--- config.mk ---
export PLATFORM = sky130hd
export DESIGN_NAME = fetch_ctrl
export DESIGN_NICKNAME = d
export VERILOG_FILES = /design/src/rtl/fetch_ctrl.sv
export SDC_FILE = /design/constraint.sdc
export NUM_CORES = 1
export LEC_CHECK = 0
export ABC_CLOCK_PERIOD_IN_PS = 2700
export CAP_MARGIN = 20
export CORE_MARGIN = 2
export CORE_UTILIZATION = 47
export CTS_CLUSTER_DIAMETER = 120
export DETAILED_ROUTE_END_ITERATION = 10
export PLACE_DENSITY = 0.91
export SLEW_MARGIN = 10
export SYNTH_ARGS = -nofsm -noshare
export SYNTH_HDL_FRONTEND = slang
export SYNTH_SLANG_ARGS = --single-unit
--- constraint.sdc ---
create_clock -name i_clk -period 2.7 [get_ports i_clk]
set_input_delay 0.54 -clock i_clk [delete_from_list [all_inputs] [get_ports i_clk]]
set_output_delay 0.54 -clock i_clk [all_outputs]
set_load 0.01 [all_outputs]
--- src/rtl/fetch_ctrl.sv ---
// Instruction-fetch sequencer: one I-cache read per PC, PC enable, output/hold
// registers, and wrong-path response dropping after a redirect.
module fetch_ctrl #(
    parameter int STALL_CNT_W = 16
) (
    input  logic                   i_clk,
    input  logic                   i_rst,
    input  logic [31:0]            i_pc,
    input  logic                   i_stall,
    input  logic                   i_redirect,
    output logic                   o_if_en,
    output logic                   o_icache_req,
    output logic [31:0]            o_icache_addr,
    input  logic                   i_icache_ready,
    input  logic [31:0]            i_icache_rdata,
    output logic [31:0]            o_instr,
    output logic                   o_instr_valid,
    output logic [STALL_CNT_W-1:0] o_stall_cycles
);

    typedef enum logic [1:0] {IDLE, REQ, HOLD, DROP} state_t;

    state_t      state;
    state_t      state_nxt;
    logic [31:0] r_addr;
    logic [31:0] buffer;
    logic        can_load;
    logic        consume;
    logic        ld_rdata;
    logic        ld_buf;
    logic        ld_hold;
    logic        flush;

    assign consume  = o_instr_valid & ~i_stall;
    assign can_load = ~o_instr_valid | ~i_stall;

    always_ff @(posedge i_clk) begin
        if (i_rst) state <= IDLE;
        else       state <= state_nxt;
    end

    always_comb begin
        state_nxt = state;
        unique case (state)
            IDLE: state_nxt = REQ;
            REQ: begin
                if (i_icache_ready) begin
                    if (!i_redirect && !can_load) state_nxt = HOLD;
                end else if (i_redirect) begin
                    state_nxt = DROP;
                end
            end
            HOLD: if (i_redirect || !i_stall) state_nxt = REQ;
            DROP: if (i_icache_ready) state_nxt = REQ;
            default: state_nxt = IDLE;
        endcase
    end

    always_comb begin
        o_if_en       = 1'b0;
        o_icache_req  = 1'b0;
        o_icache_addr = r_addr;
        ld_rdata      = 1'b0;
        ld_buf        = 1'b0;
        ld_hold       = 1'b0;
        flush         = 1'b0;
        unique case (state)
            IDLE: ;
            REQ: begin
                o_icache_req  = 1'b1;
                o_icache_addr = i_pc;
                if (i_redirect) begin
                    o_if_en = 1'b1;
                    flush   = 1'b1;
                end else if (i_icache_ready) begin
                    if (can_load) begin
                        ld_rdata = 1'b1;
                        o_if_en  = 1'b1;
                    end else begin
                        ld_buf = 1'b1;
                    end
                end
            end
            HOLD: begin
                if (i_redirect) begin
                    o_if_en = 1'b1;
                    flush   = 1'b1;
                end else if (!i_stall) begin
                    o_if_en = 1'b1;
                    ld_hold = 1'b1;
                end
            end
            DROP: begin
                // Wrong-path request stays up until the cache answers it
                o_icache_req = 1'b1;
                if (i_redirect) begin
                    o_if_en = 1'b1;
                    flush   = 1'b1;
                end
            end
            default: ;
        endcase
        if (i_rst) begin
            o_if_en      = 1'b0;
            o_icache_req = 1'b0;
        end
    end

    always_ff @(posedge i_clk) begin
        if (i_rst) begin
            r_addr         <= '0;
            buffer         <= '0;
            o_instr        <= '0;
            o_instr_valid  <= 1'b0;
            o_stall_cycles <= '0;
        end else begin
            if (state == REQ) r_addr <= i_pc;
            if (ld_buf) buffer <= i_icache_rdata;
            if (flush) begin
                o_instr_valid <= 1'b0;
            end else if (ld_rdata) begin
                o_instr       <= i_icache_rdata;
                o_instr_valid <= 1'b1;
            end else if (ld_hold) begin
                o_instr       <= buffer;
                o_instr_valid <= 1'b1;
            end else if (consume) begin
                o_instr_valid <= 1'b0;
            end
            if (o_icache_req && !i_icache_ready && !(&o_stall_cycles))
                o_stall_cycles <= o_stall_cycles + 1'b1;
        end
    end

endmodule
Word-level counts from Yosys, hierarchy flattened --
Index checks and enable logic that the tools add are counted.
Cells by class: reduce and logical (&&, ||, !) cells 18, shift operators 0, add/subtract/negate cells 1, eq/ne operators 7, divide/modulo/power cells 0, $lt $le $gt $ge 0, bitwise operators 5, $mul 0, mux-type cells 31
Operators by type and width (count):
- $mux W32 | 3
- $mux W1 | 21
- $add A16 B1 Y16 const B | 1
- $reduce_and A16 Y1 | 1
- $mux W2 | 5
- $pmux W2 S4 | 1
- $ne A3 B3 Y1 const B | 2
- $logic_not A1 Y1 | 5
- $eq A2 B2 Y1 const B | 2
- $ne A2 B2 Y1 const B | 2
- $reduce_and A4 Y1 | 1
- $reduce_or A2 Y1 | 2
- $logic_and A1 B1 Y1 | 3
- $not A1 Y1 | 3
- $pmux W1 S3 | 1
- $reduce_bool A3 Y1 | 1
- $reduce_or A3 Y1 | 1
- $eq A2 B1 Y1 const B | 1
- $logic_not A2 Y1 | 1
- $reduce_and A2 Y1 | 1
- $reduce_bool A2 Y1 | 1
- $and A1 B1 Y1 | 1
- $logic_or A1 B1 Y1 | 1
- $or A1 B1 Y1 | 1
Word-level totals: output and inout bits 83, input bits 69, logic and storage cells 68, bits in read-only memories 0, latch bits 0, flip-flop bits (word level) 115, bits in writable memories 0, memories 0

Logic depth before layout (Yosys ltp) --
Gate-level depths: netlist of run 1.
depth in word-level cells 8, gate-level depth with buffers 9

Least setup slack after synthesis of run 1 --
Ideal clock, no wire load.
kind input to register, from in i_rst, to reg o_stall_cycles[13], library setup time 123 ps, data arrival time 1912 ps, cell stages on the path 6, data required time 2577 ps, setup slack 665 ps, buffers on the path 2, cell sequence buf_6 -> o21bai_4 -> or3_1 -> buf_6 -> nor4_1 -> mux2_1
Between the ends: cells in the longest elaborated chain, start to end 3
RTL lines:
- start: declaration | line 7 | input logic i_rst,
- $mux W1 | line 103 | if (i_rst) begin
- $logic_and A1 B1 Y1 (2 in series) | line 130 | if (o_icache_req && !i_icache_ready && !(&o_stall_cycles))
- end signal: assignment | line 131 | o_stall_cycles <= o_stall_cycles + 1'b1;
- end: declaration | line 18 | output logic [STALL_CNT_W-1:0] o_stall_cycles
Parallel ways exist; a longest one is shown, timed or not. A chain may end at the register's enable or synchronous reset.

Final worst setup path of run 1 --
from reg state[1], to out o_icache_addr[18]
Between the ends: cells in the longest elaborated chain, start to end 2
RTL lines:
- start: declaration | line 23 | state_t state;
- start signal: assignment | line 39 | else state <= state_nxt;
- $eq A2 B1 Y1 | line 67 | unique case (state)
- $mux W32 | line 67
- end: declaration | line 13 | output logic [31:0] o_icache_addr,
No other way between the ends.

==> run metrics, run 1 <==
status completed; Longest Clk Path Bufs 2; # port buffers 151; RSZ-0062 raised after global routing false; gr ovfl total 0; post-DR wirelength/cell 15.46 um; setup ws final 134.9 ps; root buf cell clkbuf_8; setup TNS 0 ps; number of diodes 0; die area 11210 sq um; HP Class register to register; Fill cells 772; vias in the first global route 4142; CTS Sinks 115; Starting Density 0.4790; I/O Pins 152; antenna violations before repair 0; Max-Cap Viols 0; Pre-Repair DR Iteration Count 5; Critical Path AT 2030 ps; endpoints failing hold 0; final worst-path cycle share 0.9501; crit path kind register to output port; Placer Congestion about 0.85; first-pass GRT wire length ~20 mm; area of the multi-input gates 2391 sq um; hold-fix buffers at CTS 0; delay of the slowest critical-path stage between 300 and 400 ps; ratio of cells with drive above 1 in the final layout 0.1315; routed vias/inst 5.288; Site Rows 37; Pleak 2.811 nW; Critical Path, Cell by Cell inv_1 > ha_1 > buf_12 > mux2_2 > dlygate4sd2_1; Post-CTS Setup Inserts 0; crit end category output port; CTS buffer count 17; Clock transition at path regs 50 ps; First DRT Iteration DRCs 280; H-tree lvl count 4; Peak supply drop 0.3946 mV; final WL 12.57 mm; Rel. slew slack 0.5775; actual slew at the worst max-slew pin 633.8 ps; Final Core Density 0.6875; dpl hpwl 8.859 mm; CP bufs+invs 3; critical path launch point type register; sequential cell area 2302 sq um; Crit path required time 2160 ps; Power Density between 600 and 700 nW/um^2; ANT nets after route 0; Nets 739; # DRC 0; fin crit period 2565 ps; synthesized area 4878 sq um; synth unique cells 45; top-count cell post-synth dfxtp_1; Worst-Skew Late Latency 490 ps; crit path max fanout 36; total global-route track usage 0.2249; Top Family by Delay on Critical Path buffers and inverters; Max Clock Freq 0.3898 GHz; sequential share of the synthesized area 0.4719; Yosys top cell area share 0.4719; pin count of the biggest net entering global routing 65; Place WS 145.1 ps; routed vias between 4000 and 5000; Async S/R FF share, synth 0; predominant post-synthesis flop cell dfxtp_1; number of flops mapped to enable cells by yosys 0; area of placed instances around 6500 sq um; syn_nets 595; Chip Width about 110 um; Yosys Warn Count 0; core area 10180 sq um; largest cells by area after synthesis dfxtp_1, mux2_2, mux2i_1; Commonest cells post-synth dfxtp_1, nand2_1, nor2_1; Gate Count Post-Synth 521; Layout area overhead 43.52%; Die Y 105.9 um; Synth Register Bits 115; setup violators final 0; CTS tree done; Yosys top cell by area dfxtp_1; Max Slew Vio Count 0; Max Clock Skew 11.67 ps; Syn Area/Cell about 9.4 sq um; Max stage delay cell, worst path mux2_2; design area 7002 sq um
-- logic make-up after synthesis --
logic type,after synthesis,share of synthesized area
buffers and inverters,45,0.04309
AO/OA/AOI/OAI,97,0.1336
adder cells (fa/ha/maj),5,0.01282
multiplexers,70,0.1529
AND/OR/NAND/NOR,189,0.1857
flip-flops,115,0.4719
-- layout make-up --
type / count / share of cell area
repair buffers: 163 / 0.2268
clock buffers: 20 / 0.06219
multi-input cells: 361 / 0.3415
inverters: 7 / 0.003753
flip-flops and latches: 115 / 0.3288
well taps: 136 / 0.02430
clock inverters: 11 / 0.01269
-- repair_timing --
action / 4_1_cts / 5_1_grt
pin swaps: 0 / 0
resized for setup: 34 / 3
setup endpoints to repair: 34 / 1
-- metal layers --
layer  vias to the layer above  wire, um  track usage
met5                         -         0            0
met4                         0       101      0.07143
li1                       2124         -            -
met1                      1997      5249       0.2594
met3                        10       813      0.05875
met2                       168      6410       0.4046
-- per-stage QoR --
| stage | power [W] | instances | hold slack [ps] |
|---|---|---|---|
| floorplan | 0.002408 | 521 | 436.0 |
| global placement | 0.002895 | 782 | 441.5 |
| detailed placement | 0.002934 | 782 | 447.6 |
| CTS | 0.004837 | 813 | 453.7 |
| global route | 0.005006 | 813 | 467.1 |
| finish | 0.004787 | 813 | 452.4 |
-- worst reg2reg max path, delay by kind of cell, from the launching register on --
kind            cells  cell delay (ps)
mux                 1              350
simple gates        2              810
compound gates      1              100
buf+inv             2              320
fa+ha+maj           1              190
flops               1              330
-- flip-flops by register name (all words and copies together) (netlist names) --
| signal | count |
|---|---|
| o_stall_cycles | 16 |
| o_instr | 32 |
| o_instr_valid | 1 |
| buffer | 32 |
| r_addr | 32 |
| state | 2 |
-- cell usage in the layout, fill, tap and decap left out, drive strengths merged, types with 2 or more instances in the layout --
master	instances
o311ai	2
ha	5
dfxtp	115
and3	2
clkinvlp	2
mux2i	34
nor2	38
buf	13
and2b	4
a311oi	3
nand2	78
a211oi	33
a31oi	3
or3	4
o211ai	3
clkdlybuf4s50	116
nor3	6
inv	7
dlygate4sd2	33
and4	3
or4	3
clkinv	8
o21bai	2
nand3	7
mux2	36
a21oi	35
and2	33
o21a	2
clkbuf	21
nand4	4
nor4	4
o41ai	2
o21ai	6
-- path summary, 6_finish.rpt --
kind,start,end,slack [ps],cells after the start
worst min register to register,buffer[30],buffer[30],450,2
worst min-delay path,buffer[30],buffer[30],450,2
worst max-delay path,state[1],o_icache_addr[18],130,5
worst max register to register,state[1],o_stall_cycles[15],480,7
-- power breakdown --
group          leakage [nW]  total [W]  switching [W]  internal [W]
clock network         0.260    0.00197       0.000741       0.00123
registers             0.937    0.00187      0.0000547       0.00182
logic                  1.61   0.000948       0.000430      0.000519
total                  2.81    0.00479        0.00123       0.00356
Note: power is estimated with default switching activity, not from simulation.
==> run 2, diff against run 1 <==
ABC_CLOCK_PERIOD_IN_PS = 3000   (was 2700)
CORE_UTILIZATION = 50   (was 47)
PLACE_DENSITY = 0.95   (was 0.91)
clock period = 3 ns   (was 2.7 ns; I/O delays follow)
==> run 2 against run 1 <==
Non-clock buffer count fell by 2. Cell area rose by 1.4%. Cell count fell by 0.62%. Critical path depth did not move. Clock-buffer cell count rose by 2. Clock power rose by 3%. Combinational power fell by 3.4%. Sequential power fell by 10%. Register-to-register slack improved by 300 ps. Sequential share of layout area fell by 0.47 points. First-iteration DRC count fell by 35%. Setup slack got worse by 21 ps.
==> run metrics, run 2 (synthesis results as in run 1) <==
Site Rows 36 (was 37); Max stage delay cell, worst path clkdlybuf4s50_1 (was mux2_2); hold_sp buffer[1] (was buffer[30]); RSZ-0062 raised after global routing false (unchanged); WHS 452.4 ps (about the same); routed vias/inst 5.330 (was 5.288); CTS Sinks 115 (unchanged); dpl hpwl 8.532 mm (was 8.859 mm); CTS tree done (unchanged); Critical Path AT 2290 ps (was 2030 ps); actual slew at the worst max-slew pin 589.1 ps (was 633.8 ps); first-pass GRT wire length 18.91 mm (was 20.16 mm); ANT nets after route 0 (unchanged); endpoints failing hold 0 (unchanged); HP Class register to register (unchanged); root buf cell clkbuf_8 (unchanged); Seq pwr share 0.365 (was 0.391); # port buffers 151 (unchanged); Worst-Skew Late Latency 500 ps (was 490 ps); Pleak 2.745 nW (was 2.811 nW); Nets 737 (was 739); delay of the slowest critical-path stage 520 ps (was 390 ps); fin crit period between 2000 and 3000 ps; setup TNS 0 ps (unchanged); I/O Pins 152 (unchanged); CTS buffer count 17 (unchanged); vias in the first global route 4019 (was 4142); setup violators final 0 (unchanged); ratio of cells with drive above 1 in the final layout 0.1304 (was 0.1315); total global-route track usage 0.2294 (was 0.2249); Starting Density 0.5061 (was 0.4790); area of placed instances 6492 sq um (was 6524 sq um); Clock transition at path regs 50 ps (about the same); Critical Path, Cell by Cell inv_1 > ha_4 > buf_12 > mux2_2 > clkdlybuf4s50_1 (was inv_1 > ha_1 > buf_12 > mux2_2 > dlygate4sd2_1); design area 7103 sq um (was 7002 sq um); hold depth 2 (unchanged); Top Registers buffer (32), o_instr (32), r_addr (32) (unchanged); Die Y 102.8 um (was 105.9 um); Final Core Density 0.7369 (was 0.6875); crit path kind register to output port (unchanged); Crit path required time 2400 ps (was 2160 ps); H-tree lvl count 4 (unchanged); FF-to-FF Start state[1] (unchanged); core area 9639 sq um (was 10180 sq um); Post-Place Cells 777 (was 782); crit end category output port (unchanged); final WL 12.47 mm (was 12.57 mm); Post-CTS Setup Inserts 0 (unchanged); status completed (unchanged); Longest Clk Path Bufs 2 (unchanged); area of the multi-input gates 2404 sq um (was 2391 sq um); Clk network pwr share 0.437 (was 0.411); gr ovfl total 0 (unchanged); crit path max fanout 32 (was 36); flop-to-flop setup slack 780 ps (was 480 ps); number of diodes 0 (unchanged); routed vias 4307 (was 4299); Layout area overhead 45.60% (was 43.52%); Rel. slew slack 0.6073 (was 0.5775); Max Clock Freq 0.3465 GHz; Peak supply drop 0.3735 mV (was 0.3946 mV); most frequent cells in the layout clkdlybuf4s50_1, dfxtp_1, nand2_1 (unchanged); Max Slew Vio Count 0 (unchanged); critical path launch point type register (unchanged); Placer Congestion 0.9338 (was 0.8495); sequential cell area 2302 sq um (unchanged); Chip Width 102.8 um (was 105.9 um); hold path endpoint buffer[1] (was buffer[30]); Pre-Repair DR Iteration Count 5 (unchanged); Max Clock Skew 14.21 ps (was 11.67 ps); Net Sw Frac 0.2406 (was 0.2560); final worst-path cycle share 0.9620; switching pwr 0.001112 W (was 0.001226 W); # DRC 0 (unchanged); die area 10560 sq um (was 11210 sq um); Gate power share 0.198 (about the same); Max-Cap Viols 0 (unchanged); pin count of the biggest net entering global routing 65 (unchanged); reg2reg end o_instr[24] (was o_stall_cycles[15]); commonest non-fill, non-tap cell in the layout clkdlybuf4s50_1 (unchanged); Non-Filler Instances 808 (was 813); First DRT Iteration DRCs 181 (was 280); Pint 0.003510 W (was 0.003562 W); Power Density 650.7 nW/um^2 (was 683.8 nW/um^2); post-DR wirelength/cell 15.44 um (was 15.46 um); antenna violations before repair 0 (unchanged); Fill cells 689 (was 772); FF-to-FF path depth 7 (unchanged)
-- run 2: changes by cell type in the layout (fill, tap and decap cells not counted), moves of 2 or more --
| cell | change |
|---|---|
| clkdlybuf4s50_1 | +33 |
| dlygate4sd2_1 | -32 |
| clkbuf_8 | +3 |
| clkinv_2 | -3 |
| bufinv_16 | +2 |
-- run 2: worst max path at each step --
stage                               endpoint  slack, ps           start  cells past startpoint
after floorplan           o_stall_cycles[13]        900           i_rst                      6
after global routing       o_icache_addr[27]         40        state[1]                      5
after global placement               o_if_en        290         i_stall                      5
final                      o_icache_addr[27]        110        state[1]                      5
after CTS                  o_icache_addr[27]         10        state[1]                      5
after detailed placement         o_instr[22]        250  i_icache_ready                      7
-- run 2: metal layers --
metal / up-vias / track usage / part of all wire
met5: - / 0 / 0
met4: 0 / 0.07895 / 0.014
met3: 14 / 0.05763 / 0.074
met2: 176 / 0.4183 / 0.51
met1: 2004 / 0.2607 / 0.41
li1: 2113 / - / -
-- run 2: worst max-delay path: cells and delay by family (launching register included) --
family | cells | cell delay, ps
mux | 1 | 370
flops | 1 | 350
fa+ha+maj | 1 | 200
buf+inv | 3 | 860
-- run 2: repair_timing --
item / 4_1_cts / 5_1_grt
pin swaps: 0 / 0
resized for setup: 2 / 1
endpoints found under the setup margin: 33 / 32
hold buffers: 0 / 0
-- run 2: power by group through the flow --
stage / registers [W] / logic, W / clock network [W]
after floorplan: 0.00173 / 0.000441 / 0
after global placement: 0.00171 / 0.000891 / 0
after detailed placement: 0.00171 / 0.000914 / 0
after CTS: 0.00168 / 0.000920 / 0.00204
after global routing: 0.00169 / 0.000988 / 0.00214
final: 0.00168 / 0.000916 / 0.00202
-- run 2: stage by stage --
step | total power [W] | setup slack, ps
final | 0.004622 | 114.1
after global routing | 0.004818 | 39.33
after CTS | 0.004649 | 13.47
after detailed placement | 0.002629 | 250.6
after global placement | 0.002600 | 288.1
after floorplan | 0.002167 | 904.6
-- run 2: cell type report --
cell class,instances,share of cell area
multi-input combinational,361,0.3384
sequential,115,0.3241
timing repair buffer,161,0.2260
clock buffer,22,0.06658
tap,133,0.02343
clock inverter,9,0.01779
inverter,7,0.003699
==> run 3, diff against run 2 <==
CTS_CLUSTER_DIAMETER = 50   (was 120)
==> results of run 3 <==
Same layout as run 2: the final DEF is identical, and so are final timing and power.
